**src/rtl/mips_mmio_pkg.sv**
```systemverilog
// Shared definitions for the MIPS store-capture slice: word width, default
// window/completion constants and the queued store entry layout.
// No logic; imported by the interface, the FIFO user and the top.
package mips_mmio_pkg;

    localparam int WORD_W = 32;

    localparam logic [WORD_W-1:0] DEF_WIN_BASE  = 32'h0000_0040;
    localparam logic [WORD_W-1:0] DEF_WIN_MASK  = 32'hFFFF_FFC0;
    localparam logic [WORD_W-1:0] DEF_HALT_ADDR = 32'd84;
    localparam logic [WORD_W-1:0] DEF_HALT_DATA = 32'd5;

    typedef struct packed {
        logic [WORD_W-1:0] addr;
        logic [WORD_W-1:0] data;
    } store_entry_t;

endpackage

```
**src/rtl/mmio_store_capture_if.sv**
```systemverilog
// Bus bundle for the store-capture block: CPU store port in, host drain port out.
// master = CPU/host side (drives store strobe and out_ready), slave = capture block.
// Drain side is valid/ready; the store side has no backpressure.
interface mmio_store_capture_if;
    import mips_mmio_pkg::*;

    logic              memwrite;
    logic [WORD_W-1:0] dataadr;
    logic [WORD_W-1:0] writedata;
    logic              out_valid;
    logic              out_ready;
    logic [WORD_W-1:0] out_addr;
    logic [WORD_W-1:0] out_data;

    modport master (
        output memwrite, dataadr, writedata, out_ready,
        input  out_valid, out_addr, out_data
    );

    modport slave (
        input  memwrite, dataadr, writedata, out_ready,
        output out_valid, out_addr, out_data
    );

endinterface

```
**src/rtl/sync_fifo.sv**
```systemverilog
// Show-ahead synchronous FIFO, power-of-two DEPTH, separate occupancy counter.
// Latency: a push at edge N is visible on rdata after edge N when empty.
// Backpressure: push ignored when full unless popping the same cycle; pop ignored when empty.
// Ports: clk, reset (sync, active-low), push/wdata, pop/rdata, count, full, empty.
module sync_fifo #(
    parameter  int W     = 64,
    parameter  int DEPTH = 8,
    localparam int PW    = $clog2(DEPTH),
    localparam int CW    = $clog2(DEPTH + 1)
) (
    input  logic          clk,
    input  logic          reset,
    input  logic          push,
    input  logic [W-1:0]  wdata,
    input  logic          pop,
    output logic [W-1:0]  rdata,
    output logic [CW-1:0] count,
    output logic          full,
    output logic          empty
);

    logic [W-1:0]  mem_q [DEPTH];
    logic [PW-1:0] wptr_q, wptr_d;
    logic [PW-1:0] rptr_q, rptr_d;
    logic [CW-1:0] count_q, count_d;
    logic          pop_ok, push_ok;

    assign empty = (count_q == '0);
    assign full  = (count_q == CW'(DEPTH));
    assign count = count_q;
    assign rdata = mem_q[rptr_q];

    // A pop in the same cycle frees the slot, so a full FIFO can still accept.
    assign pop_ok  = pop && !empty;
    assign push_ok = push && (!full || pop_ok);

    // Pointers wrap on their own because DEPTH is a power of two.
    always_comb begin
        wptr_d  = wptr_q;
        rptr_d  = rptr_q;
        count_d = count_q;
        if (push_ok) wptr_d = wptr_q + PW'(1);
        if (pop_ok)  rptr_d = rptr_q + PW'(1);
        if (push_ok && !pop_ok)      count_d = count_q + CW'(1);
        else if (pop_ok && !push_ok) count_d = count_q - CW'(1);
    end

    always_ff @(posedge clk) begin
        if (!reset) begin
            wptr_q  <= '0;
            rptr_q  <= '0;
            count_q <= '0;
        end else begin
            wptr_q  <= wptr_d;
            rptr_q  <= rptr_d;
            count_q <= count_d;
        end
    end

    // Storage needs no reset: nothing is readable until the pointers say so.
    always_ff @(posedge clk) begin
        if (reset && push_ok) mem_q[wptr_q] <= wdata;
    end

endmodule

```
**src/rtl/mmio_store_capture.sv**
```systemverilog
// Snoops CPU stores: queues those inside the MMIO window, flags the completion store.
// Latency: a captured store is at the FIFO head one edge after the store cycle.
// Backpressure: none toward the CPU; stores hitting a full FIFO are dropped (sticky overflow).
// Ports: clk, reset (sync, active-low), bus (store in / drain out), count, overflow, halt,
//        drop_count when STORE_DROP_COUNT_EN is defined (saturating 16-bit drop counter).
module mmio_store_capture
    import mips_mmio_pkg::*;
#(
    parameter  int                DEPTH     = 8,
    parameter  logic [WORD_W-1:0] WIN_BASE  = DEF_WIN_BASE,
    parameter  logic [WORD_W-1:0] WIN_MASK  = DEF_WIN_MASK,
    parameter  logic [WORD_W-1:0] HALT_ADDR = DEF_HALT_ADDR,
    parameter  logic [WORD_W-1:0] HALT_DATA = DEF_HALT_DATA,
    localparam int                CW        = $clog2(DEPTH + 1)
) (
    input  logic                  clk,
    input  logic                  reset,
    mmio_store_capture_if.slave   bus,
    output logic [CW-1:0]         count,
    output logic                  overflow,
    output logic                  halt
`ifdef STORE_DROP_COUNT_EN
    ,
    output logic [15:0]           drop_count
`endif
);

    store_entry_t wr_entry, head_entry;
    logic         hit, push, pop, drop, halt_hit;
    logic         full, empty;
    logic         overflow_q, halt_q;

    assign hit      = bus.memwrite && ((bus.dataadr & WIN_MASK) == WIN_BASE);
    assign pop      = !empty && bus.out_ready;
    assign push     = hit && (!full || pop);
    assign drop     = hit && full && !pop;
    // Completion detect ignores the window and FIFO state entirely.
    assign halt_hit = bus.memwrite && (bus.dataadr == HALT_ADDR) && (bus.writedata == HALT_DATA);

    assign wr_entry = '{addr: bus.dataadr, data: bus.writedata};

    sync_fifo #(
        .W     ($bits(store_entry_t)),
        .DEPTH (DEPTH)
    ) u_fifo (
        .clk   (clk),
        .reset (reset),
        .push  (push),
        .wdata (wr_entry),
        .pop   (pop),
        .rdata (head_entry),
        .count (count),
        .full  (full),
        .empty (empty)
    );

    assign bus.out_valid = !empty;
    assign bus.out_addr  = head_entry.addr;
    assign bus.out_data  = head_entry.data;

    always_ff @(posedge clk) begin
        if (!reset) begin
            overflow_q <= 1'b0;
            halt_q     <= 1'b0;
        end else begin
            if (drop)     overflow_q <= 1'b1;
            if (halt_hit) halt_q     <= 1'b1;
        end
    end

    assign overflow = overflow_q;
    assign halt     = halt_q;

`ifdef STORE_DROP_COUNT_EN
    logic [15:0] drop_cnt_q;

    always_ff @(posedge clk) begin
        if (!reset) begin
            drop_cnt_q <= '0;
        end else if (drop && (drop_cnt_q != 16'hFFFF)) begin
            drop_cnt_q <= drop_cnt_q + 16'd1;
        end
    end

    assign drop_count = drop_cnt_q;
`endif

endmodule

```
**src/flat_wrapper.sv**
```systemverilog
// flat-port wrapper written by rule: the top's interface ports become plain ports
module mmio_store_capture_flat import mips_mmio_pkg::*;
#(
    parameter  int                DEPTH     = 8,
    parameter  logic [WORD_W-1:0] WIN_BASE  = DEF_WIN_BASE,
    parameter  logic [WORD_W-1:0] WIN_MASK  = DEF_WIN_MASK,
    parameter  logic [WORD_W-1:0] HALT_ADDR = DEF_HALT_ADDR,
    parameter  logic [WORD_W-1:0] HALT_DATA = DEF_HALT_DATA,
    localparam int                CW        = $clog2(DEPTH + 1)
)
  (clk, reset, count, overflow, halt, bus_memwrite, bus_dataadr, bus_writedata, bus_out_ready, bus_out_valid, bus_out_addr, bus_out_data);
  mmio_store_capture_if bus_i ();
  input  logic clk;
  input  logic reset;
  output logic [CW-1:0] count;
  output logic overflow;
  output logic halt;
  input wire logic [$bits(bus_i.memwrite)-1:0] bus_memwrite;
  input wire logic [$bits(bus_i.dataadr)-1:0] bus_dataadr;
  input wire logic [$bits(bus_i.writedata)-1:0] bus_writedata;
  input wire logic [$bits(bus_i.out_ready)-1:0] bus_out_ready;
  output wire logic [$bits(bus_i.out_valid)-1:0] bus_out_valid;
  output wire logic [$bits(bus_i.out_addr)-1:0] bus_out_addr;
  output wire logic [$bits(bus_i.out_data)-1:0] bus_out_data;
  assign bus_i.memwrite = bus_memwrite;
  assign bus_i.dataadr = bus_dataadr;
  assign bus_i.writedata = bus_writedata;
  assign bus_i.out_ready = bus_out_ready;
  assign bus_out_valid = bus_i.out_valid;
  assign bus_out_addr = bus_i.out_addr;
  assign bus_out_data = bus_i.out_data;
  mmio_store_capture #(.DEPTH(DEPTH), .WIN_BASE(WIN_BASE), .WIN_MASK(WIN_MASK), .HALT_ADDR(HALT_ADDR), .HALT_DATA(HALT_DATA)) u_core (.clk(clk), .reset(reset), .bus(bus_i), .count(count), .overflow(overflow), .halt(halt));
endmodule
```
**config.mk**
```make
export PLATFORM = sky130hd
export DESIGN_NAME = mmio_store_capture_flat
export DESIGN_NICKNAME = d
export VERILOG_FILES = /design/src/rtl/mips_mmio_pkg.sv /design/src/rtl/mmio_store_capture_if.sv /design/src/rtl/sync_fifo.sv /design/src/rtl/mmio_store_capture.sv /design/src/flat_wrapper.sv
export SDC_FILE = /design/constraint.sdc
export NUM_CORES = 1
export LEC_CHECK = 0
export BUFFER_PORTS_ARGS = -buffer_cell sky130_fd_sc_hd__buf_2
export CAP_MARGIN = 20
export CORE_MARGIN = 1
export CORE_UTILIZATION = 47
export DETAILED_ROUTE_END_ITERATION = 8
export PLACE_DENSITY = 0.75
export RECOVER_POWER = 25
export SYNTH_ARGS = -nofsm -noshare
export SYNTH_HDL_FRONTEND = slang
export SYNTH_SLANG_ARGS = --single-unit
```
**constraint.sdc**
```tcl
create_clock -name clk -period 3.35 [get_ports clk]
set_input_delay 0 -clock clk [delete_from_list [all_inputs] [get_ports clk]]
set_output_delay 0 -clock clk [all_outputs]
set_load 0.02 [all_outputs]
```
==> results of run 1 <==
-- per-layer routing --
layer  share of wire  wire length, um  vias to the layer above
met4           0.024              942                        0
li1                -                -                     4091
met3           0.051             2020                       57
met5               0                0                        -
met2            0.50            20100                      291
met1            0.42            16800                     4936
-- logic make-up (layout without fill, tap and decap cells) --
| group | count (synthesis) | in the layout | synth area share |
|---|---|---|---|
| multiplexers | 198 | 198 | 0.182 |
| AND/OR/NAND/NOR | 63 | 63 | 0.0184 |
| XOR/XNOR | 4 | 4 | 0.00174 |
| buffers and inverters | 40 | 324 | 0.0126 |
| adder cells (fa/ha/maj) | 6 | 6 | 0.00410 |
| AO/OA/AOI/OAI | 6 | 6 | 0.00193 |
| flip-flops | 527 | 527 | 0.779 |
-- per-stage QoR --
step | setup slack (ps) | power [mW]
final | 644 | 13.3
after global routing | 424 | 13.6
after CTS | 568 | 13.4
after detailed placement | 701 | 7.50
after global placement | 699 | 7.49
after floorplan | 305 | 7.37
-- power by group --
part / switching, mW / leakage [nW] / internal, mW / total (mW)
combinational: 0.121 / 2.03 / 0.0772 / 0.199
clock: 2.30 / 0.835 / 3.60 / 5.90
sequential: 0.000000113 / 4.72 / 7.22 / 7.22
-- cell usage after synthesis, drive strengths merged, types with 3 or more instances --
master	instances
mux2	64
ha	5
nor4	9
nor3	4
nand2b	3
dfxtp	15
nor4b	5
xor2	3
edfxtp	512
nand2	8
nor2	13
and3b	5
a21oi	3
mux4	128
mux2i	6
buf	27
clkbuf	11
and3	7
-- how the worst max path moves through the flow --
stage	end	from	slack (ps)	cells past startpoint
after floorplan	u_core.u_fifo.mem_q[0][0]	u_core.u_fifo.count[1]	310	5
after global placement	u_core.u_fifo.count[3]	bus_dataadr[7]	700	11
after detailed placement	u_core.u_fifo.count[3]	bus_dataadr[7]	700	11
after CTS	bus_out_data[5]	register	570	4
after global routing	u_core.u_fifo.count[3]	bus_dataadr[6]	420	12
final	u_core.u_fifo.count[3]	bus_dataadr[6]	640	12
-- cell type report --
type / count / area, um2 / share of cell area
flip-flops and latches: 527 / 15700 / 0.654
well taps: 539 / 674 / 0.0281
clock buffers: 55 / 1250 / 0.0521
clock inverters: 33 / 472 / 0.0197
repair buffers: 234 / 1670 / 0.0695
multi-input cells: 277 / 4230 / 0.176
inverters: 2 / 7.51 / 0.000313
-- flip-flops by register name, indices dropped and copies added (netlist names), named ones only --
register              flops
u_core.u_fifo.mem_q     512
u_core.u_fifo.count       4
u_core.u_fifo.rptr_q      3
u_core.u_fifo.wptr_q      3
u_core.halt               1
u_core.overflow           1
-- worst min-delay path: stages --
cell and delay, ps:
buf_2 90, nor4b_1 140, and4_1 230, a31oi_1 180, nor2_1 50
==> impl_metrics.yaml, run 1 <==
cells_and_area:
  area_growth_pct: 19.2
  utilization: 0.570
  drive_gt1_frac: 0.363
  nets: 1165
  final_cells: 1667
  final_common_cell: "edfxtp_1"
  final_cell_mix: "512 x edfxtp_1, 128 x mux4_2, 101 x buf_2, 66 x dlygate4sd3_1, 64 x mux2_2"
  finalInstanceArea_mm2: 0.0240
  nFillCells: 3049
  n_antenna_cell: 0
timing:
  finalHoldViolCount: 0
  relSlewSlack: 0.490
  tightest_slew_ps: 765
  rsz0062_at_grt: "false"
  clock_skew_ps: 13.7
  setup_viol: 0
  min_period_over_period: 0.808
  period_needed_ps: 2710
  report.final.slew_viol_count: 0
  hold_slack_ps: 186
  timing.fmax_mhz: 370
  timing.setup.tns_ps: 0
die:
  die_h_um: 209
  start_util: 0.479
  dieArea_mm2: 0.0436
  boundaryPins: 139
  core_mm2: 0.0420
  dieWidth_um: 209
  row_count: 75
clocking:
  cts_resized: 0
  cts_num_sinks: 527
  ctsHoldBuffers: 66
  h-tree-depth: 2
  cts_tree: "yes"
  cts_made_buffers: 49
  post_cts_buffers: 0
  clkSlewWorstSetupHoldPaths_ps: 70
  cts.path.max_buffers: 3
  clock_latency_ps: 550
  clockRootBuffer: "clkbuf_16"
synthesis:
  yosysTopAreaCell: "edfxtp_1"
  yosys_warnings: 0
  async_flop_share: 0
  synth_top_area_share: 0.764
  ys.flop_type: "edfxtp_1"
  synthesis.area_mm2: 0.0201
  yosysSeqAreaShare: 0.779
  avgSynthCellArea_um2: 23.8
  syn_inst: 844
  ys_seq_elements: 527
  synth.top_cells.by_area: "edfxtp_1 76%, mux4_2 14%, mux2_2 3.6%, dfxtp_1 1.5%, buf_6 0.67%"
  synth_nets: 918
  synth_cell_types: 33
  synth_edf_count: 512
drt:
  drcViolationCount: 0
  drt_first_pass_iters: 5
  ant_nets: 0
  post_drt_wl_per_cell_um: 23.9
  vias: 9375
  viasPerCell: 5.62
  wl_mm: 39.9
  first_iter_violations: 718
placement:
  port_buffers: 138
  dp_cells: 1513
  post-dp-hpwl_mm: 23.2
  gp_congestion: 0.735
  place_area_mm2: 0.0216
grt:
  use_met1: 0.252
  grt_pass1_vias: 9999
  grt_pass1_wl_mm: 60.3
  antenna_found_initial: 0
  busiest_layer: "met2"
  grt_max_degree: 59
  use_met2: 0.307
  globalRouteOverflowTotal: 0
  grtUsageTotal: 0.185
  use_met3: 0.0332
power_and_ir_drop:
  leakagePower_nw: 7.59
  ir_drop_v: 0.000408
  power.density_mw_per_mm2: 555
critical_path:
  r2r_slack_ps: 840
  cp-start-kind: "input pin"
  path_cells: "dlygate4sd3_1, clkbuf_1, nor4b_1, and4_1, and3_1, ha_1, inv_1, ha_1, a21o_1, a21oi_1, mux2i_1, mux2i_1"
  crit_type: "input pin to register"
  rr_endpoint: "u_core.u_fifo.count[3]"
  arrival_ps: 3190
  crit_fanout: 9
  worstReg2RegStart: "u_core.u_fifo.count[1]"
  critPathMaxStageDelay_ps: 540
  cp_slowest_cell: "dlygate4sd3_1"
  reg2reg_depth: 9
  crit_family: "simple AND/OR/NAND/NOR gates"
  crit_path_end_kind: "register"
  worst-path-buf-inv: 3
  crit_required_ps: 3840
worst_hold_path:
  hp-class: "input pin to register"
  hold-path-cell-count: 5
  whs_endpoint: "u_core.overflow"
  worstHoldStart: "bus_memwrite"
run_status:
  status: "finished clean"
job:
  drv_cap: 0
(Power assumes the default switching activity.)
==> inputs of run 2 (changes only) <==
==> constraint.sdc (replaced) <==
create_clock -name clk -period 2.67 [get_ports clk]
set_input_delay 0 -clock clk [delete_from_list [all_inputs] [get_ports clk]]
set_output_delay 0 -clock clk [all_outputs]
set_load 0.02 [all_outputs]
==> run 2 against run 1 <==
Compared with the run above: non-clock buffer count increased by 7; global-route usage increased by 0.73 points; wire length increased by 3.4%; clock power increased by 23%; sequential share of layout area decreased by 0.64 points; first-iteration DRC count decreased by 1.8%.
==> impl_metrics.yaml, run 2 (synthesized netlist as in run 1, its figures left out) <==
run_status:
  status: "finished clean"
die:
  start_util: 0.479
  row_count: 75
  dieWidth_um: 209
  die_h_um: 209
  boundaryPins: 139
  core_mm2: 0.0420
  dieArea_mm2: 0.0436
critical_path:
  crit_fanout: 9
  reg2reg_depth: 9
  cp-start-kind: "input pin"
  crit_required_ps: 3180
  path_cells: "dlygate4sd3_1, buf_2, nor4b_1, buf_4, and4_1, and3_1, ha_1, inv_1, ha_1, a21o_1, a21oi_1, mux2i_1, mux2i_1"
  crit_family: "buffers and inverters"
  crit_path_end_kind: "register"
  arrival_ps: 3040
  crit_cells: 13
  crit_type: "input pin to register"
  critPathMaxStageDelay_ps: 530
  worst-path-buf-inv: 4
  cp_slowest_cell: "dlygate4sd3_1"
grt:
  grtUsageTotal: 0.193
  grt_max_degree: 43
  grt_pass1_vias: 10277
  globalRouteOverflowTotal: 0
  busiest_layer: "met2"
  antenna_found_initial: 0
  grt_pass1_wl_mm: 62.3
  use_met1: 0.261
  use_met3: 0.0389
  use_met2: 0.317
timing:
  period_needed_ps: 2530
  report.final.slew_viol_count: 0
  min_period_over_period: 0.949
  setup_viol: 0
  timing.setup.tns_ps: 0
  timing.fmax_mhz: 395
  clock_skew_ps: 17.2
  finalHoldViolCount: 0
  tightest_slew_ps: 671
  rsz0062_at_grt: "false"
  relSlewSlack: 0.549
power_and_ir_drop:
  ir_drop_v: 0.000469
  power.density_mw_per_mm2: 683
  leakagePower_nw: 7.66
placement:
  post-dp-hpwl_mm: 23.2
  gp_congestion: 0.713
  place_area_mm2: 0.0219
  port_buffers: 138
drt:
  ant_nets: 0
  drt_first_pass_iters: 5
  post_drt_wl_per_cell_um: 24.6
  wl_mm: 41.2
  first_iter_violations: 705
  viasPerCell: 5.72
  vias: 9591
  drcViolationCount: 0
clocking:
  clkSlewWorstSetupHoldPaths_ps: 60
  ctsHoldBuffers: 67
  clockRootBuffer: "clkbuf_16"
  cts_num_sinks: 527
  cts_made_buffers: 52
  h-tree-depth: 2
  cts_resized: 0
  cts.path.max_buffers: 3
  post_cts_buffers: 0
  cts_tree: "yes"
  clock_latency_ps: 580
cells_and_area:
  regArea_mm2: 0.0157
  nets: 1175
  multiInputGateArea_mm2: 0.00423
  largest_reg_flops: 512
  nFillCells: 3007
  final_common_cell: "edfxtp_1"
  n_antenna_cell: 0
  final_cell_mix: "512 x edfxtp_1, 128 x mux4_2, 104 x buf_2, 67 x dlygate4sd3_1, 64 x mux2_2"
  finalInstanceArea_mm2: 0.0242
  drive_gt1_frac: 0.366
  area_growth_pct: 20.4
  largest-register: "u_core.u_fifo.mem_q"
worst_hold_path:
  hp-class: "input pin to register"
  hold-path-cell-count: 2
job:
  drv_cap: 0
[run 2: report_power, final]
| group | internal [mW] | switching (mW) |
|---|---|---|
| sequential | 9.06 | 0.000000143 |
| combinational | 0.0980 | 0.150 |
| clock | 4.28 | 2.95 |
[run 2: cell type report]
| class | count | area share |
|---|---|---|
| inverters | 2 | 0.000310 |
| clock inverters | 32 | 0.0137 |
| repair buffers | 241 | 0.0801 |
| multi-input cells | 277 | 0.174 |
| flip-flops and latches | 527 | 0.648 |
| clock buffers | 60 | 0.0559 |
| well taps | 539 | 0.0278 |
[run 2: routing by layer]
metal,up-vias,wire length (um)
met5,-,0
li1,4111,-
met1,5088,17100
met2,315,20600
met4,0,972
met3,77,2490
[run 2: final timing paths]
check / start / slack, ps / endpoint
setup reg to reg: u_core.u_fifo.count[1] / 200 / u_core.u_fifo.count[3]
hold / removal: bus_writedata[9] / 270 / u_core.u_fifo.mem_q[1][9]
setup / recovery: bus_dataadr[7] / 140 / u_core.u_fifo.count[3]
hold reg to reg: u_core.overflow / 480 / u_core.overflow
[run 2: through the flow]
stage          hold slack (ps)  power [mW]  setup slack, ps  utilization  cells
6_report                   267        16.5              137        0.576   1678
5_1_grt                    253        17.0            0.133        0.576   1678
2_1_floorplan             98.9        9.25             88.1            -    844
3_5_place_dp               287        9.41             98.7        0.521   1519
3_3_place_gp               274        9.39             81.8        0.521   1519
4_1_cts                    210        16.7             98.5        0.577   1678
==> inputs of run 3 (changes only) <==
--- a/config.mk
+++ b/config.mk
@@ -14,4 +14,5 @@
 export RECOVER_POWER = 25
 export SYNTH_ARGS = -nofsm -noshare
 export SYNTH_HDL_FRONTEND = slang
+export SYNTH_HIERARCHICAL = 1
 export SYNTH_SLANG_ARGS = --single-unit
==> run 3 against run 2 <==
Compared with the run above: design area rose by 3.3%; setup slack improved by 20 ps; flip-flop and latch count did not move; area after synthesis rose by 0.32%; hold slack got worse by 120 ps; global-route usage rose by 0.079 points; wire length fell by 0.17%; clock skew rose by 4.2 ps; first-iteration DRC count fell by 1.7%; combinational power rose by 10%; largest cell class unchanged; largest power group unchanged; highest routed layer unchanged.
==> impl_metrics.yaml, run 3 <==
run_status:
  status: "finished clean"
die:
  core_mm2: 0.0421
  die_h_um: 209
  dieArea_mm2: 0.0438
  row_count: 75
  dieWidth_um: 209
  boundaryPins: 139
  start_util: 0.479
synthesis:
  avgSynthCellArea_um2: 23.9
  synth_top_area_share: 0.762
  synthesis.area_mm2: 0.0202
  synth_commonest_cells: "512 x edfxtp_1, 128 x mux4_2, 64 x mux2_2"
  ys.flop_type: "edfxtp_1"
  syn_inst: 846
  yosysTopAreaCell: "edfxtp_1"
  synth_edf_count: 512
  yosysMostFrequentCell: "edfxtp_1"
  yosys_warnings: 6
  async_flop_share: 0
  yosysSeqAreaShare: 0.777
  synth_cell_types: 37
  synth.top_cells.by_area: "edfxtp_1 76%, mux4_2 14%, mux2_2 3.6%, dfxtp_1 1.5%, buf_6 0.67%"
  ys_seq_elements: 527
  synth_nets: 920
power_and_ir_drop:
  leakagePower_nw: 8.01
  power_mw: 16.0
  power.density_mw_per_mm2: 639
  ir_drop_v: 0.000399
clocking:
  clockRootBuffer: "clkbuf_16"
  cts_made_buffers: 50
  cts_num_sinks: 527
  cts.path.max_buffers: 3
  cts_tree: "yes"
  clock_latency_ps: 580
  clkSlewWorstSetupHoldPaths_ps: 60
  h-tree-depth: 2
cells_and_area:
  nFillCells: 2936
  largest_reg_flops: 512
  regArea_mm2: 0.0157
  drive_gt1_frac: 0.418
  largest-register: "u_core/u_fifo/mem_q"
  area_growth_pct: 23.9
  nets: 1246
  final_common_cell: "edfxtp_1"
  multiInputGateArea_mm2: 0.00444
  final_cell_mix: "512 x edfxtp_1, 128 x mux4_2, 103 x buf_2, 65 x dlygate4sd3_1"
placement:
  post-dp-hpwl_mm: 25.6
  gp_congestion: 0.776
  port_buffers: 138
drt:
  viasPerCell: 5.56
  wl_mm: 41.1
  post_drt_wl_per_cell_um: 23.5
  vias: 9714
  first_iter_violations: 693
  drcViolationCount: 0
  ant_nets: 0
  drt_first_pass_iters: 5
critical_path:
  crit_path_end_kind: "register"
  arrival_ps: 2980
  cp-start-kind: "input pin"
  crit_required_ps: 3140
  crit_fanout: 3
  crit_type: "input pin to register"
timing:
  hold_slack_ps: 148
  report.final.slew_viol_count: 0
  clock_skew_ps: 21.4
  min_period_over_period: 0.941
  period_needed_ps: 2510
  finalHoldViolCount: 0
  rsz0062_at_grt: "false"
  setup_viol: 0
  relSlewSlack: 0.575
  tightest_slew_ps: 638
  timing.fmax_mhz: 398
grt:
  grt_pass1_vias: 10206
  grt_pass1_wl_mm: 62.8
  antenna_found_initial: 2
  grtUsageTotal: 0.194
  grt_max_degree: 41
  globalRouteOverflowTotal: 0
job:
  drv_cap: 0
worst_hold_path:
  hp-class: "input pin to register"
==> run 3: cell types whose count changed in the layout (fill, tap and decap cells not counted), moves of 4 or more <==
cell,before,now
clkbuf_1,41,48
nor4b_2,0,5
and3b_4,4,0
nor2_1,13,3
nor3_4,0,4
nor4b_1,5,1
buf_4,8,64
and3_4,4,0
dfxtp_4,3,7
buf_12,28,44
and2_1,0,6
nor4_4,0,6
dfxtp_1,12,8
bufinv_16,7,2
==> run 3: routing by layer <==
| metal | wire [um] | vias to the layer above | global-route usage |
|---|---|---|---|
| li1 | - | 4265 | - |
| met1 | 17700 | 5150 | 0.268 |
| met2 | 20400 | 250 | 0.314 |
| met3 | 2370 | 49 | 0.0421 |
| met4 | 620 | 0 | 0.0494 |
| met5 | 0 | - | 0 |
==> run 3: path summary, 6_finish.rpt <==
| check | slack [ps] | depth (start not counted) | endpoint | start |
|---|---|---|---|---|
| setup / recovery | 160 | 16 | u_core/u_fifo/count[2] | bus_dataadr[17] |
| hold / removal | 150 | 6 | u_core/overflow | bus_dataadr[25] |
| setup reg to reg | 180 | 13 | u_core/u_fifo/count[3] | u_core/u_fifo/count[1] |
| hold reg to reg | 480 | 1 | u_core/overflow | u_core/overflow |
==> run 3: cell families (layout without fill, tap and decap cells) <==
group	count (synthesis)	count (layout)	synth area share
compound gates	11	11	0.00459
xor+xnor	5	5	0.00217
fa+ha+maj	6	6	0.00409
buf+inv	42	403	0.0128
flops	527	527	0.777
mux	195	195	0.180
other cells	0	2	0
simple gates	60	60	0.0196
==> run 3: area by class of cell <==
cell class	instances	share of cell area
well taps	539	0.0270
flip-flops and latches	527	0.628
clock buffers	66	0.0550
diodes	2	0.000200
clock inverters	21	0.00575
multi-input cells	277	0.177
repair buffers	311	0.106
inverters	5	0.000750
==> run 3: repair_timing <==
action,4_1_cts,5_1_grt
hold buffers,65,0
setup buffers,1,2
endpoints found under the setup margin,8,132
resized for setup,0,11
pin swaps,0,3
hold endpoints to repair,527,0
==> run 3: worst max-delay path, cell delays in order <==
cell and delay (ps):
dlygate4sd3_1 540, buf_2 150, nor4_4 250, nand4_1 230
nor2_1 150, buf_4 150, and2_4 140, a21bo_4 220
inv_2 60, ha_2 180, inv_2 70, buf_4 140
fa_2 330, xnor2_1 150, o21ai_1 80, and2_1 150
==> run 3: stage by stage <==
step	instances	util	worst slack (ps)	area, um2	setup TNS, ps
floorplan	846	-	-1040	20300	-398000
global placement	1591	0.541	-123	22800	-187
detailed placement	1591	0.541	-217	22800	-7450
CTS	1744	0.593	19.5	25000	0
global route	1748	0.594	4.01	25000	0
finish	1748	0.594	157	25000	0
==> run 3: report_power, final <==
part	total, mW	switching (mW)	internal [mW]
registers	9.05	0.00000000768	9.05
clock network	6.65	2.87	3.79
logic	0.273	0.156	0.117
